<file path="src/rtl/dpram_pkg.sv">
// Shared constants and types for the dual-port RAM stream reader.
package dpram_pkg;

  localparam int DEF_ADDRESS_DEPTH = 16;
  localparam int DEF_DATA_WIDTH    = 8;
  localparam int DEF_ADDRESS_SIZE  = 4;

  typedef enum logic [1:0] {
    IDLE  = 2'd0,
    ISSUE = 2'd1,
    DRAIN = 2'd2
  } rd_state_e;

  typedef struct packed {
    logic                      last;
    logic [DEF_DATA_WIDTH-1:0] data;
  } buf_entry_t;

endpackage

</file>
<file path="src/rtl/stream_skid_fifo.sv">
// Small synchronous FIFO holding RAM words (with a last tag) until the consumer takes them.
module stream_skid_fifo #(
  parameter int DATA_WIDTH = 8,
  parameter int BUF_DEPTH  = 4,
  localparam int PTR_W     = (BUF_DEPTH > 1) ? $clog2(BUF_DEPTH) : 1,
  localparam int CNT_W     = $clog2(BUF_DEPTH + 1)
) (
  input  logic                  clk,
  input  logic                  rst,
  input  logic                  push_i,
  input  logic [DATA_WIDTH-1:0] push_data_i,
  input  logic                  push_last_i,
  input  logic                  pop_i,
  output logic [CNT_W-1:0]      count_o,
  output logic [DATA_WIDTH-1:0] head_data_o,
  output logic                  head_last_o
);

  logic [DATA_WIDTH:0] mem_q [BUF_DEPTH];
  logic [PTR_W-1:0]    wr_ptr_q, rd_ptr_q;
  logic [CNT_W-1:0]    count_q;
  logic                pop_ok;

  function automatic logic [PTR_W-1:0] ptr_inc(input logic [PTR_W-1:0] p);
    return (p == PTR_W'(BUF_DEPTH - 1)) ? '0 : p + PTR_W'(1);
  endfunction

  assign pop_ok = pop_i && (count_q != '0);

  always_ff @(posedge clk) begin
    if (rst) begin
      wr_ptr_q <= '0;
      rd_ptr_q <= '0;
      count_q  <= '0;
      for (int i = 0; i < BUF_DEPTH; i++) mem_q[i] <= '0;
    end else begin
      if (push_i) begin
        mem_q[wr_ptr_q] <= {push_last_i, push_data_i};
        wr_ptr_q        <= ptr_inc(wr_ptr_q);
      end
      if (pop_ok) rd_ptr_q <= ptr_inc(rd_ptr_q);
      if (push_i && !pop_ok)      count_q <= count_q + CNT_W'(1);
      else if (!push_i && pop_ok) count_q <= count_q - CNT_W'(1);
    end
  end

  assign count_o     = count_q;
  assign head_data_o = mem_q[rd_ptr_q][DATA_WIDTH-1:0];
  assign head_last_o = mem_q[rd_ptr_q][DATA_WIDTH];

endmodule

</file>
<file path="src/rtl/dpram_stream_reader.sv">
// Burst read master for the dual-port RAM read port, presenting words as a valid/ready stream.
// state | meaning
// IDLE  | waiting for start; first read of a burst is issued directly on start
// ISSUE | issuing reads while the buffer has room for the returning data
// DRAIN | all reads issued; waiting for the last word to be accepted
module dpram_stream_reader
  import dpram_pkg::*;
#(
  parameter int ADDRESS_DEPTH = DEF_ADDRESS_DEPTH,
  parameter int DATA_WIDTH    = DEF_DATA_WIDTH,
  parameter int ADDRESS_SIZE  = DEF_ADDRESS_SIZE,
  parameter int BUF_DEPTH     = 4
) (
  input  logic                    clk,
  input  logic                    rst,
  input  logic                    start,
  input  logic [ADDRESS_SIZE-1:0] base_addr,
  input  logic [ADDRESS_SIZE:0]   length,
  output logic                    busy,
  output logic                    done,
  output logic                    ram_re,
  output logic [ADDRESS_SIZE-1:0] ram_rd_addr,
  input  logic [DATA_WIDTH-1:0]   ram_rd_data,
  output logic [DATA_WIDTH-1:0]   out_data,
  output logic                    out_valid,
  input  logic                    out_ready,
  output logic                    out_last
);

  localparam int LEN_W = ADDRESS_SIZE + 1;
  localparam int CNT_W = $clog2(BUF_DEPTH + 1);
  localparam int OCC_W = CNT_W + 1;

  rd_state_e             state_q, state_d;
  logic [ADDRESS_SIZE-1:0] addr_q, addr_d, ram_rd_addr_q, ram_rd_addr_d, issue_addr;
  logic [LEN_W-1:0]      remaining_q, remaining_d, issue_rem, len_eff;
  logic                  ram_re_q, ram_re_d, re_last_q, re_last_d;
  logic                  pending_q, pending_last_q, issue;
  logic [CNT_W-1:0]      fifo_count;
  logic [OCC_W-1:0]      occupancy;
  logic                  head_last, fire;

  assign len_eff   = (length > LEN_W'(ADDRESS_DEPTH)) ? LEN_W'(ADDRESS_DEPTH) : length;
  // Words already buffered plus reads whose data is still on its way back.
  assign occupancy = OCC_W'(fifo_count) + OCC_W'(ram_re_q) + OCC_W'(pending_q);
  assign out_valid = (fifo_count != '0);
  assign out_last  = out_valid && head_last;
  assign fire      = out_valid && out_ready;
  assign done      = (state_q == DRAIN) && fire && head_last;
  assign busy      = (state_q != IDLE);

  always_comb begin
    state_d       = state_q;
    addr_d        = addr_q;
    remaining_d   = remaining_q;
    ram_re_d      = 1'b0;
    ram_rd_addr_d = ram_rd_addr_q;
    re_last_d     = 1'b0;
    issue         = 1'b0;
    issue_addr    = addr_q;
    issue_rem     = remaining_q;
    case (state_q)
      IDLE: begin
        // Issuing on start itself keeps start-to-valid latency at three cycles.
        if (start && (len_eff != '0)) begin
          issue      = 1'b1;
          issue_addr = base_addr;
          issue_rem  = len_eff;
          state_d    = ISSUE;
        end
      end
      ISSUE:   issue = (remaining_q != '0) && (occupancy < OCC_W'(BUF_DEPTH));
      DRAIN:   if (done) state_d = IDLE;
      default: state_d = IDLE;
    endcase
    if (issue) begin
      ram_re_d      = 1'b1;
      ram_rd_addr_d = issue_addr;
      addr_d        = issue_addr + ADDRESS_SIZE'(1);
      remaining_d   = issue_rem - LEN_W'(1);
      re_last_d     = (issue_rem == LEN_W'(1));
      if (issue_rem == LEN_W'(1)) state_d = DRAIN;
    end
  end

  always_ff @(posedge clk) begin
    if (rst) begin
      state_q        <= IDLE;
      addr_q         <= '0;
      remaining_q    <= '0;
      ram_re_q       <= 1'b0;
      ram_rd_addr_q  <= '0;
      re_last_q      <= 1'b0;
      pending_q      <= 1'b0;
      pending_last_q <= 1'b0;
    end else begin
      state_q        <= state_d;
      addr_q         <= addr_d;
      remaining_q    <= remaining_d;
      ram_re_q       <= ram_re_d;
      ram_rd_addr_q  <= ram_rd_addr_d;
      re_last_q      <= re_last_d;
      pending_q      <= ram_re_q;
      pending_last_q <= re_last_q;
    end
  end

  assign ram_re      = ram_re_q;
  assign ram_rd_addr = ram_rd_addr_q;

  stream_skid_fifo #(
    .DATA_WIDTH (DATA_WIDTH),
    .BUF_DEPTH  (BUF_DEPTH)
  ) u_fifo (
    .clk         (clk),
    .rst         (rst),
    .push_i      (pending_q),
    .push_data_i (ram_rd_data),
    .push_last_i (pending_last_q),
    .pop_i       (fire),
    .count_o     (fifo_count),
    .head_data_o (out_data),
    .head_last_o (head_last)
  );

endmodule

</file>
<file path="config.mk">
export PLATFORM = sky130hd
export DESIGN_NAME = dpram_stream_reader
export DESIGN_NICKNAME = d
export VERILOG_FILES = /design/src/rtl/dpram_pkg.sv /design/src/rtl/stream_skid_fifo.sv /design/src/rtl/dpram_stream_reader.sv
export SDC_FILE = /design/constraint.sdc
export NUM_CORES = 1
export LEC_CHECK = 0
export ABC_AREA = 1
export CAP_MARGIN = 20
export CORE_MARGIN = 1
export CORE_UTILIZATION = 40
export CTS_CLUSTER_DIAMETER = 80
export DETAILED_ROUTE_END_ITERATION = 8
export GPL_TIMING_DRIVEN = 0
export PLACE_DENSITY_LB_ADDON = 0.05
export SYNTH_ARGS = -nofsm -noshare
export SYNTH_HDL_FRONTEND = slang
export SYNTH_SLANG_ARGS = --single-unit
</file>
<file path="constraint.sdc">
create_clock -name clk -period 2 [get_ports clk]
set_input_delay 0.3 -clock clk [delete_from_list [all_inputs] [get_ports clk]]
set_output_delay 0.3 -clock clk [all_outputs]
set_load 0.005 [all_outputs]
</file>
==> impl_metrics.json, run 1 <==
{
  "status": "finished, final reports clean",
  "ioPinCount": 38,
  "max_freq_mhz": 523,
  "period_minus_slack_ps": 1910,
  "multi_input_area_mm2": 0.00124,
  "drive_above_1_share_pct": 17.5,
  "rrSetupSlack_ps": 200,
  "dr.pass1.iters": 4,
  "hold_buffers": 0,
  "io_buffers": 37,
  "cp.required_ps": 1700,
  "place.gp.congestion": 0.830,
  "seq_area_mm2": 0.00165,
  "synth.avg_cell_area_um2": 8.67,
  "synth_fa_ha_area_share_pct": 3.47,
  "post_drt_wl_per_cell_um": 13.8,
  "end_kind": "output pin",
  "synth_nets": 386,
  "drcViolationCount": 0,
  "peakVddDrop_mv": 0.645,
  "endpoint": "out_data[6]",
  "finalHoldViolCount": 0,
  "cts_tree": "built",
  "reg2reg_depth": 7,
  "grt_pass1_wl_um": 12100,
  "path_max_fanout": 6,
  "period_share_pct": 95.7,
  "hold_class": "reg -> reg",
  "yosys_warnings": 0,
  "via_count": 2529,
  "synth_top_family_by_area": "simple AND/OR/NAND/NOR gates",
  "synth-edff-count": 36,
  "layout_common_cells": "79 x nor2_1, 45 x nand2_1, 40 x inv_1",
  "grt-ovfl-total": 0,
  "synth-compound-area-share_pct": 11.8,
  "final_common_cell": "nor2_1",
  "synthDistinctLibCells": 33,
  "worstMarginPinSlew_ps": 559,
  "maxSlewViolCount": 0,
  "syn2layout_area_growth_pct": 25.9,
  "slew_headroom_pct": 62.5,
  "power_density_mw_per_mm2": 1120,
  "totalWireLength_um": 7160,
  "wl_met1_um": 3200,
  "route.met3.wl_um": 275,
  "synth_area_mm2": 0.00310,
  "cts_root_buf": "clkbuf_8",
  "maxCapViolations": 0,
  "grt_max_degree": 12,
  "vias_per_cell": 4.89,
  "post-dp-hpwl_um": 4790,
  "die_h_um": 90.0,
  "grt_pass1_vias": 2505,
  "leakage_nw": 1.70,
  "ys_seq_area_share_pct": 53.0,
  "antenna_found_initial": 0,
  "die-area_mm2": 0.00810,
  "async_reset_ff_share_pct": 0,
  "synth-xor-area-share_pct": 0.283,
  "core_mm2": 0.00737,
  "die_w_um": 90.0,
  "worst-setup-path-type": "reg -> out",
  "grt_use_total_pct": 19.1,
  "reg2reg_from": "pending_q",
  "cp.arrival_ps": 1610,
  "cts_inserted_buffers": 9,
  "start_util_pct": 42.0,
  "drt_iter0_drc": 111,
  "synth_mux_area_share_pct": 0,
  "synth-seq-cells": 64,
  "finalSetupViolCount": 0,
  "num_rows": 31,
  "n_fill_cell": 746,
  "fin_tns_setup_ps": 0,
  "clock_skew_ps": 9.76,
  "fin_nets": 442,
  "ys.flop_type": "edfxtp_1",
  "clockBufferDepth": 2,
  "met2WireLength_um": 3610,
  "clk-insertion-delay-late_ps": 330,
  "h-tree-depth": 3,
  "maxUsedRoutingLayer": "met4",
  "n_antenna_cell": 0,
  "path_clk_slew_ps": 70,
  "antenna_left": 0,
  "worstReg2RegEnd": "u_fifo.mem_q[2][6]",
  "cp-start-kind": "flip-flop",
  "synthCells": 357,
  "hold_ws_ps": 417,
  "synth-simple-area-share_pct": 23.2,
  "cts.sinks": 64
}
synth_stat cells, types with 2 or more instances:
library cell,n,share of area [%]
inv_1,42,5.1
ha_1,7,2.8
clkbuf_1,3,0.36
o211ai_1,2,0.48
nor3_2,2,0.65
nand4_1,11,2.2
nand2_1,50,6.1
nor2_4,2,0.73
o21ai_0,31,5.0
edfxtp_1,36,35
dfxtp_1,28,18
nand3_1,10,1.6
inv_2,5,0.61
o22ai_1,9,1.8
nor2_1,79,9.6
nor2_2,3,0.61
a21oi_1,8,1.3
buf_4,2,0.48
nand2_2,3,0.61
buf_6,2,0.73
buf_2,6,0.97
a21oi_2,2,0.57
a211oi_2,2,0.81
nand3_2,3,0.97
through the flow:
stage	utilization (%)	total power, mW	worst slack [ps]	cell area, µm²	instances
2_1_floorplan	-	2.58	301	3100	357
3_3_place_gp	48.7	3.20	-447	3590	493
3_5_place_dp	48.9	3.21	-474	3600	494
4_1_cts	52.4	4.35	20.6	3860	515
5_1_grt	52.9	4.68	-0.676	3900	517
6_report	52.9	4.37	86.3	3900	517
how the worst min path moves through the flow:
stage              start              to  cells past startpoint
5_1_grt        re_last_q  pending_last_q                      2
6_report       re_last_q  pending_last_q                      2
3_3_place_gp   re_last_q  pending_last_q                      2
4_1_cts        re_last_q  pending_last_q                      2
3_5_place_dp   re_last_q  pending_last_q                      2
2_1_floorplan  re_last_q  pending_last_q                      2
power breakdown:
part	switching [mW]	internal [mW]	total, mW
Combinational	0.861	0.720	1.58
Sequential	0.121	1.58	1.70
Clock	0.511	0.582	1.09
Total	1.49	2.88	4.37
state kept, by name (all words and copies together) (netlist names), named ones only:
signal and cells:
addr_q 4, pending_last_q 1, pending_q 1, ram_rd_addr 4, ram_re 1, re_last_q 1, remaining_q 5, state_q 2
u_fifo.count_o 3, u_fifo.mem_q 36, u_fifo.rd_ptr_q 2, u_fifo.wr_ptr_q 2
critical path: stages (launching register included):
cell           delay [ps]
dfxtp_2               330
buf_6                 120
clkinvlp_4            140
buf_4                 180
o21ai_0               140
o22ai_1               100
dlygate4sd2_1         270
metal layers:
layer | vias to the layer above | track usage, %
met4 | 0 | 4.44
met1 | 1178 | 22.7
met5 | - | 0
met3 | 6 | 4.91
li1 | 1289 | -
met2 | 56 | 34.6
kinds of logic (layout without fill, tap and decap cells):
logic type,count (synthesis),count (layout)
buffers and inverters,60,121
XOR/XNOR,1,1
AO/OA/AOI/OAI,60,60
flip-flops,64,64
AND/OR/NAND/NOR,164,164
adder cells (fa/ha/maj),8,8
area by class of cell:
type                    instances  area share, %
flip-flops and latches         64           42.3
multi-input cells             233           31.7
repair buffers                 45           10.7
inverters                      47           4.72
clock buffers                  12           3.47
well taps                      99           3.18
plain buffers                  13           2.54
clock inverters                 4           1.41
timing repair:
item	4_1_cts	5_1_grt
pin swaps	3	3
setup endpoints to repair	19	36
buffers inserted	5	2
gates resized for setup	30	15
gates cloned	0	0
No activity file was read; power rests on OpenSTA's default activity.
==> inputs of run 2 (changes only) <==
--- a/config.mk
+++ b/config.mk
@@ -11,8 +11,9 @@
 export CORE_UTILIZATION = 40
 export CTS_CLUSTER_DIAMETER = 80
 export DETAILED_ROUTE_END_ITERATION = 8
+export DONT_BUFFER_PORTS = 1
 export GPL_TIMING_DRIVEN = 0
-export PLACE_DENSITY_LB_ADDON = 0.05
+export SKIP_LAST_GASP = 1
 export SYNTH_ARGS = -nofsm -noshare
 export SYNTH_HDL_FRONTEND = slang
 export SYNTH_SLANG_ARGS = --single-unit
==> run 2 against run 1 <==
- clock skew rose by 0.78 ps
- die area did not move
- largest power group unchanged
- first-iteration DRC count rose by 17%
- maximum frequency rose by 2.5%
- sequential cell count did not move
- sequential power barely moved
- worst setup slack improved by 47 ps
- register-to-register slack got worse by 70 ps
- critical path type is now reg -> reg
==> impl_metrics.json, run 2 (synthesis gave the netlist of run 1 again) <==
{
  "finalSetupViolCount": 0,
  "combinationalPowerShare_pct": 29.0,
  "dr.pass1.iters": 5,
  "cts_inserted_buffers": 9,
  "grt_pass1_wl_um": 10400,
  "hold_buffers": 0,
  "drcViolationCount": 0,
  "fin_tns_setup_ps": 0,
  "n_antenna_cell": 0,
  "core_mm2": 0.00737,
  "path_cells": "nor2_1 > nand2_2 > nand2_2 > ha_1 > inv_1 > fa_1 > a21oi_1 > o21ai_0 > o21ai_0 > a21oi_1",
  "slew_headroom_pct": 34.5,
  "die-area_mm2": 0.00810,
  "io_buffers": 0,
  "post-place-cells": 456,
  "antenna_left": 0,
  "maxCapViolations": 0,
  "h-tree-depth": 3,
  "cp-start-kind": "flip-flop",
  "period_minus_slack_ps": 1870,
  "vias_per_cell": 5.02,
  "grt_pass1_vias": 2200,
  "place.gp.congestion": 0.773,
  "ioPinCount": 38,
  "cts_tree": "built",
  "drt_iter0_drc": 130,
  "top_register": "u_fifo.mem_q",
  "leakage_nw": 1.51,
  "path_clk_slew_ps": 70,
  "worst-setup-path-type": "reg -> reg",
  "clockBufferDepth": 2,
  "grt_max_degree": 12,
  "post-dp-hpwl_um": 4470,
  "worstMarginPinSlew_ps": 977,
  "max_freq_mhz": 536,
  "switchingPower_mw": 1.39,
  "grt_use_total_pct": 16.6,
  "path_max_fanout": 5,
  "cts.sinks": 64,
  "fin_nets": 399,
  "finalHoldViolCount": 0,
  "clock_skew_ps": 10.5,
  "cts_root_buf": "clkbuf_8",
  "final_common_cell": "nor2_1",
  "start_util_pct": 42.0,
  "cp.arrival_ps": 2090,
  "cp.required_ps": 2220,
  "syn2layout_area_growth_pct": 12.4,
  "sequentialPowerShare_pct": 41.8,
  "n_fill_cell": 724,
  "power_density_mw_per_mm2": 1170,
  "p_int_mw": 2.69,
  "via_count": 2380,
  "max_stage_delay_ps": 380,
  "end_kind": "flip-flop",
  "finalCoreUtilization_pct": 47.2,
  "status": "finished, final reports clean",
  "fin_cells": 474,
  "hold_class": "in -> reg",
  "grt-ovfl-total": 0,
  "maxSlewViolCount": 0,
  "power_mw": 4.08,
  "largest_reg_flops": 36,
  "swShare_pct": 34.0,
  "peakVddDrop_mv": 0.401,
  "die_w_um": 90.0,
  "drive_above_1_share_pct": 16.3,
  "antenna_found_initial": 0,
  "reg_top3": "u_fifo.mem_q (36), remaining_q (5)",
  "slowest_stage": "fa_1",
  "clk-insertion-delay-late_ps": 340,
  "totalWireLength_um": 6400,
  "layout_common_cells": "79 x nor2_1, 45 x nand2_1, 41 x inv_1",
  "die_h_um": 90.0,
  "clkPwrFrac_pct": 29.2,
  "post_drt_wl_per_cell_um": 13.5,
  "period_share_pct": 93.3,
  "num_rows": 31
}
[run 2: cell count changes in the layout (fill, tap and decap cells not counted), moves of 2 or more]
cell	previous run	this run
clkdlybuf4s50_1	27	0
dlygate4sd2_1	8	0
o21ai_0	23	30
buf_4	10	4
o21ai_1	7	1
clkbuf_1	4	2
clkinv_4	2	0
[run 2: power groups by stage]
stage / logic, mW / clock network, mW / registers (mW)
global placement: 1.11 / 0 / 1.73
global route: 1.35 / 1.27 / 1.73
CTS: 1.14 / 1.22 / 1.71
floorplan: 0.891 / 0 / 1.69
detailed placement: 1.13 / 0 / 1.73
finish: 1.18 / 1.19 / 1.71
[run 2: final cells by class]
class	instances	area, µm²	share of cell area (%)
Buffer	13	83.8	2.41
Clock buffer	10	128	3.67
Clock inverter	6	83.8	2.41
Inverter	47	180	5.18
Multi-Input combinational cell	233	1220	35.1
Sequential cell	64	1640	47.2
Tap cell	99	124	3.56
Timing Repair Buffer	2	15.0	0.431
[run 2: critical path: cells and delay by family, from the launching register on]
kind / cells / cell delay, ps
flops: 1 / 350
compound gates: 4 / 510
buf+inv: 1 / 60
simple gates: 3 / 300
fa+ha+maj: 2 / 520
[run 2: final timing paths]
| kind | start | end | slack, ps | depth (start not counted) |
|---|---|---|---|---|
| worst max-delay path | u_fifo.count_o[0] | u_fifo.count_o[2] | 130 | 10 |
| worst min-delay path | rst | u_fifo.wr_ptr_q[1] | 160 | 3 |
| worst max register to register | u_fifo.count_o[0] | u_fifo.count_o[2] | 130 | 10 |
| worst min register to register | re_last_q | pending_last_q | 410 | 2 |
[run 2: timing repair]
action / CTS / global route
pin swaps: 0 / 0
resized for setup: 3 / 11
setup buffers: 0 / 2
endpoints found under the setup margin: 18 / 22
[run 2: per-stage QoR]
step                cell area (µm²)  hold slack (ps)  worst slack (ps)
finish                         3480              164               133
global route                   3480              174             -16.4
CTS                            3440              148              15.3
global placement               3220              393              -133
floorplan                      3100              388               301
detailed placement             3230              396             -48.8
[run 2: routing by layer]
metal  wire, µm  global-route usage, %  up-vias
li1           -                      -     1209
met1       2870                   19.7     1106
met2       3140                   29.2       58
met3        336                   5.41        7
met4         56                   4.03        0
met5          0                      0        -
==> inputs of run 3 (changes only) <==
==> constraint.sdc (replaced) <==
create_clock -name clk -period 2.3 [get_ports clk]
set_input_delay 0.345 -clock clk [delete_from_list [all_inputs] [get_ports clk]]
set_output_delay 0.345 -clock clk [all_outputs]
set_load 0.005 [all_outputs]
==> run 3 against run 2 <==
- utilization fell by 0.58 points
- sequential share of layout area rose by 0.51 points
- maximum frequency shrank 8.5%
- critical path depth decreased by 3
==> impl_metrics.json, run 3 (synthesis gave the netlist of run 1 again) <==
{
  "drt_iter0_drc": 134,
  "layout_common_cells": "79 x nor2_1, 50 x nand2_1, 42 x inv_1",
  "slowest_stage": "nand2_1",
  "num_rows": 31,
  "clk-insertion-delay-late_ps": 340,
  "cp.required_ps": 2290,
  "cp-start-kind": "flip-flop",
  "core_mm2": 0.00737,
  "power_density_mw_per_mm2": 1020,
  "path_max_fanout": 10,
  "place_area_mm2": 0.00323,
  "status": "finished, final reports clean",
  "grt_use_total_pct": 16.6,
  "clock_skew_ps": 9.35,
  "swShare_pct": 34.0,
  "layout_setup_ws_ps": 259,
  "grt_pass1_wl_um": 10400,
  "multi_input_area_mm2": 0.00120,
  "fin_nets": 397,
  "cts.sinks": 64,
  "cts_inserted_buffers": 9,
  "hold_end": "u_fifo.wr_ptr_q[1]",
  "maxCapViolations": 0,
  "hold_buffers": 0,
  "reg2reg_from": "pending_q",
  "antenna_found_initial": 0,
  "reg2reg_depth": 7,
  "place.gp.congestion": 0.773,
  "drcViolationCount": 0,
  "finalSetupViolCount": 0,
  "clkPwrFrac_pct": 29.6,
  "cts_tree": "built",
  "antenna_left": 0,
  "drive_above_1_share_pct": 13.4,
  "n_fill_cell": 719,
  "die-area_mm2": 0.00810,
  "h-tree-depth": 3,
  "end_kind": "flip-flop",
  "clockBufferDepth": 2,
  "grt_pass1_vias": 2200,
  "fin_cells": 472,
  "start_util_pct": 42.0,
  "hold_class": "in -> reg",
  "worstHoldStart": "rst",
  "finalHoldViolCount": 0,
  "largest_reg_flops": 36,
  "ioPinCount": 38,
  "pre_cts_ws_ps": 251,
  "finalCoreUtilization_pct": 46.7,
  "post-dp-hpwl_um": 4470,
  "reg_top3": "u_fifo.mem_q (36), remaining_q (5)",
  "worstReg2RegEnd": "u_fifo.mem_q[2][0]",
  "rsz0062_at_grt": "false",
  "sequentialPowerShare_pct": 42.2,
  "post-place-cells": 456,
  "post_drt_wl_per_cell_um": 13.5,
  "grt_max_degree": 12,
  "peakVddDrop_mv": 0.349,
  "worstMarginPinSlew_ps": 970,
  "seq_area_mm2": 0.00164,
  "rrSetupSlack_ps": 260,
  "path_clk_slew_ps": 60,
  "n_antenna_cell": 0,
  "vias_per_cell": 4.97,
  "totalWireLength_um": 6390,
  "cp.arrival_ps": 2030,
  "period_share_pct": 88.7,
  "cts_root_buf": "clkbuf_8",
  "design_area_mm2": 0.00344,
  "final_common_cell": "nor2_1",
  "io_buffers": 0,
  "slew_headroom_pct": 34.9,
  "combinationalPowerShare_pct": 28.1,
  "top_register": "u_fifo.mem_q",
  "leakage_nw": 1.50,
  "max_freq_mhz": 490,
  "p_int_mw": 2.31,
  "dr.pass1.iters": 4,
  "path_cells": "inv_1 > nor2_1 > inv_1 > buf_2 > nor2_1 > nand2_1 > nand2_1",
  "hold-path-cell-count": 3,
  "fin_tns_setup_ps": 0,
  "grt-ovfl-total": 0,
  "syn2layout_area_growth_pct": 11.0,
  "max_stage_delay_ps": 430,
  "switchingPower_mw": 1.19,
  "via_count": 2345,
  "die_w_um": 90.0,
  "worst-setup-path-type": "reg -> reg",
  "die_h_um": 90.0,
  "maxSlewViolCount": 0,
  "period_minus_slack_ps": 2040
}
[run 3: metrics by stage]
stage / hold WS [ps] / total power [mW]
final: 215 / 3.50
after global routing: 219 / 3.73
after CTS: 193 / 3.53
after detailed placement: 396 / 2.49
after global placement: 393 / 2.47
after floorplan: 388 / 2.25
[run 3: final cells by class]
class / count / area share, %
tap: 99 / 3.60
inverter: 47 / 5.13
buffer: 13 / 2.33
sequential: 64 / 47.7
clock buffer: 10 / 3.71
multi-input combinational: 233 / 35.0
clock inverter: 6 / 2.44
[run 3: worst max-delay path by stage]
stage	startpoint	to	slack, ps	cells past startpoint
after floorplan	u_fifo.count_o[0]	u_fifo.count_o[2]	600	10
after global placement	pending_q	u_fifo.mem_q[3][5]	170	2
after detailed placement	pending_q	u_fifo.mem_q[2][3]	250	7
after CTS	flip-flop	out_data[1]	120	5
after global routing	pending_q	u_fifo.mem_q[2][0]	90	7
final	pending_q	u_fifo.mem_q[2][0]	260	7
[run 3: critical path, delay by kind of cell (launching register included)]
family	cells	cell delay, ps
and+or+nand+nor	4	960
DFF	1	370
buffers and inverters	3	350
[run 3: power by group through the flow]
stage,Clock (mW),Sequential (mW),Combinational [mW]
floorplan,0,1.47,0.775
global placement,0,1.50,0.966
CTS,1.06,1.48,0.993
finish,1.04,1.48,0.985
detailed placement,0,1.51,0.987
global route,1.10,1.50,1.13
[run 3: repair_timing]
item,CTS,global route
resized for setup,0,2
buffers inserted,0,0
endpoints found under the setup margin,0,4
[run 3: layer usage]
| metal | share of wire, % | up-vias | track usage, % |
|---|---|---|---|
| li1 | - | 1194 | - |
| met1 | 44 | 1086 | 19.7 |
| met2 | 50 | 61 | 29.2 |
| met3 | 5.3 | 4 | 5.41 |
| met4 | 0.52 | 0 | 4.03 |
| met5 | 0 | - | 0 |
==> edit, RTL diff (config.mk and constraints of run 1) <==
Take the reset off `addr_q` and `ram_rd_addr_q` and load them in a clocked block of their own.
--- a/src/rtl/dpram_stream_reader.sv
+++ b/src/rtl/dpram_stream_reader.sv
@@ -86,23 +86,24 @@
   always_ff @(posedge clk) begin
     if (rst) begin
       state_q        <= IDLE;
-      addr_q         <= '0;
       remaining_q    <= '0;
       ram_re_q       <= 1'b0;
-      ram_rd_addr_q  <= '0;
       re_last_q      <= 1'b0;
       pending_q      <= 1'b0;
       pending_last_q <= 1'b0;
     end else begin
       state_q        <= state_d;
-      addr_q         <= addr_d;
       remaining_q    <= remaining_d;
       ram_re_q       <= ram_re_d;
-      ram_rd_addr_q  <= ram_rd_addr_d;
       re_last_q      <= re_last_d;
       pending_q      <= ram_re_q;
       pending_last_q <= re_last_q;
     end
+  end
+
+  always_ff @(posedge clk) begin
+    addr_q        <= addr_d;
+    ram_rd_addr_q <= ram_rd_addr_d;
   end
 
   assign ram_re      = ram_re_q;
Formal check against the unedited RTL: not equivalent (Yosys sat finds a counterexample within 4 cycles, from zero or initial values and one cycle with rst high).
==> edit against run 1 <==
Critical path depth is 2 lower. Sequential cell count stayed put. Worst setup slack better by 74 ps. Power is 0.59% lower. Synthesized area is 1.8% lower. Clock power is 4% lower. Combinational power is 5% lower. Cell area is 2.2% lower. Final cell count is 8.5% lower. Die area is 1.8% lower. Wire length is 14% lower. Core utilization is 0.59 points lower. Critical path type unchanged. Highest routed layer unchanged.
==> edit: results (changes against run 1) <==
first-pass GRT wire length = 10.35 mm (was 12.09 mm)
Adder-Cell Fraction of Synth Area = 0.03539 (was 0.03475)
Peak VDD IR = 0.5275 mV (was 0.6450 mV)
area of the multi-input gates = 1124 um^2 (was 1237 um^2)
total track usage = 0.1777 (was 0.1910)
Clk power = 1.05 mW (was 1.09 mW)
vias per inst = 4.841 (was 4.892)
number of flops mapped to enable cells by yosys = 44 (was 36)
Max Clock Skew = 4.833 ps (was 9.757 ps)
buffering overhead = 0.1211 (was 0.1319)
fill count = 694 (was 746)
pin count of the biggest net entering global routing = 17 (was 12)
dpl hpwl = 4.378 mm (was 4.792 mm)
leakage power = 1.609 nW (was 1.698 nW)
Rel. slew slack = 0.6162 (was 0.6254)
Starting DRT DRC Count = 61 (was 111)
Final GP Congestion = 0.7605 (was 0.8301)
Multi-In Gates = 202 (was 233)
maximum fanout along the worst path = 3 (was 6)
PD cells = 1140 nW/um^2 (was 1122 nW/um^2)
vias in the first global route = 2236 (was 2505)
Clock Buffer Count = 14 (was 12)
Data arrival, critical path = 1540 ps (was 1610 ps)
First-pass DRT Iterations = 5 (was 4)
met1 usage = 0.2096 (was 0.2267)
Post-CTS Setup Inserts = 4 (was 5)
buffers outside the clock class = 48 (was 58)
sequential cell area = 1732 um^2 (was 1648 um^2)
syn nets = 346 (was 386)
top post-synthesis cells by count = nor2_1 (68), edfxtp_1 (44), inv_1 (42) (was nor2_1 (79), nand2_1 (50), inv_1 (42))
status = completed (unchanged)
Synth top area share = 0.4346 (was 0.3491)
drt total wl = 6.165 mm (was 7.159 mm)
==> edit: path summary, 6_finish.rpt <==
path,startpoint,endpoint,slack [ps],cells past startpoint
max,flop,out_last,160,4
min,re_last_q,pending_last_q,400,2
min reg2reg,re_last_q,pending_last_q,400,2
max reg2reg,u_fifo.count_o[1],u_fifo.count_o[2],230,10
==> edit: layer usage <==
layer  part of all wire  wire length [um]
met1               0.45              2774
met4              0.029               180
met2               0.48              2953
met5                  0                 0
met3              0.042               258
==> edit: critical path: stages, from the launching register on <==
cell	delay, ps
dfxtp_4	380
clkinvlp_4	100
a32o_1	300
a31oi_1	170
dlygate4sd2_1	250
==> edit: stage by stage <==
step,instance area [um^2],std cells,TNS (ps),util,setup WS (ps)
after floorplan,3040,317,0,-,273.7
after global placement,3535,453,-18250,0.4847,-512.6
after detailed placement,3547,454,-16840,0.4864,-490.1
after CTS,3800,473,-47.71,0.5211,-7.738
after global routing,3814,473,0,0.5230,26.33
final,3814,473,0,0.5230,160.3
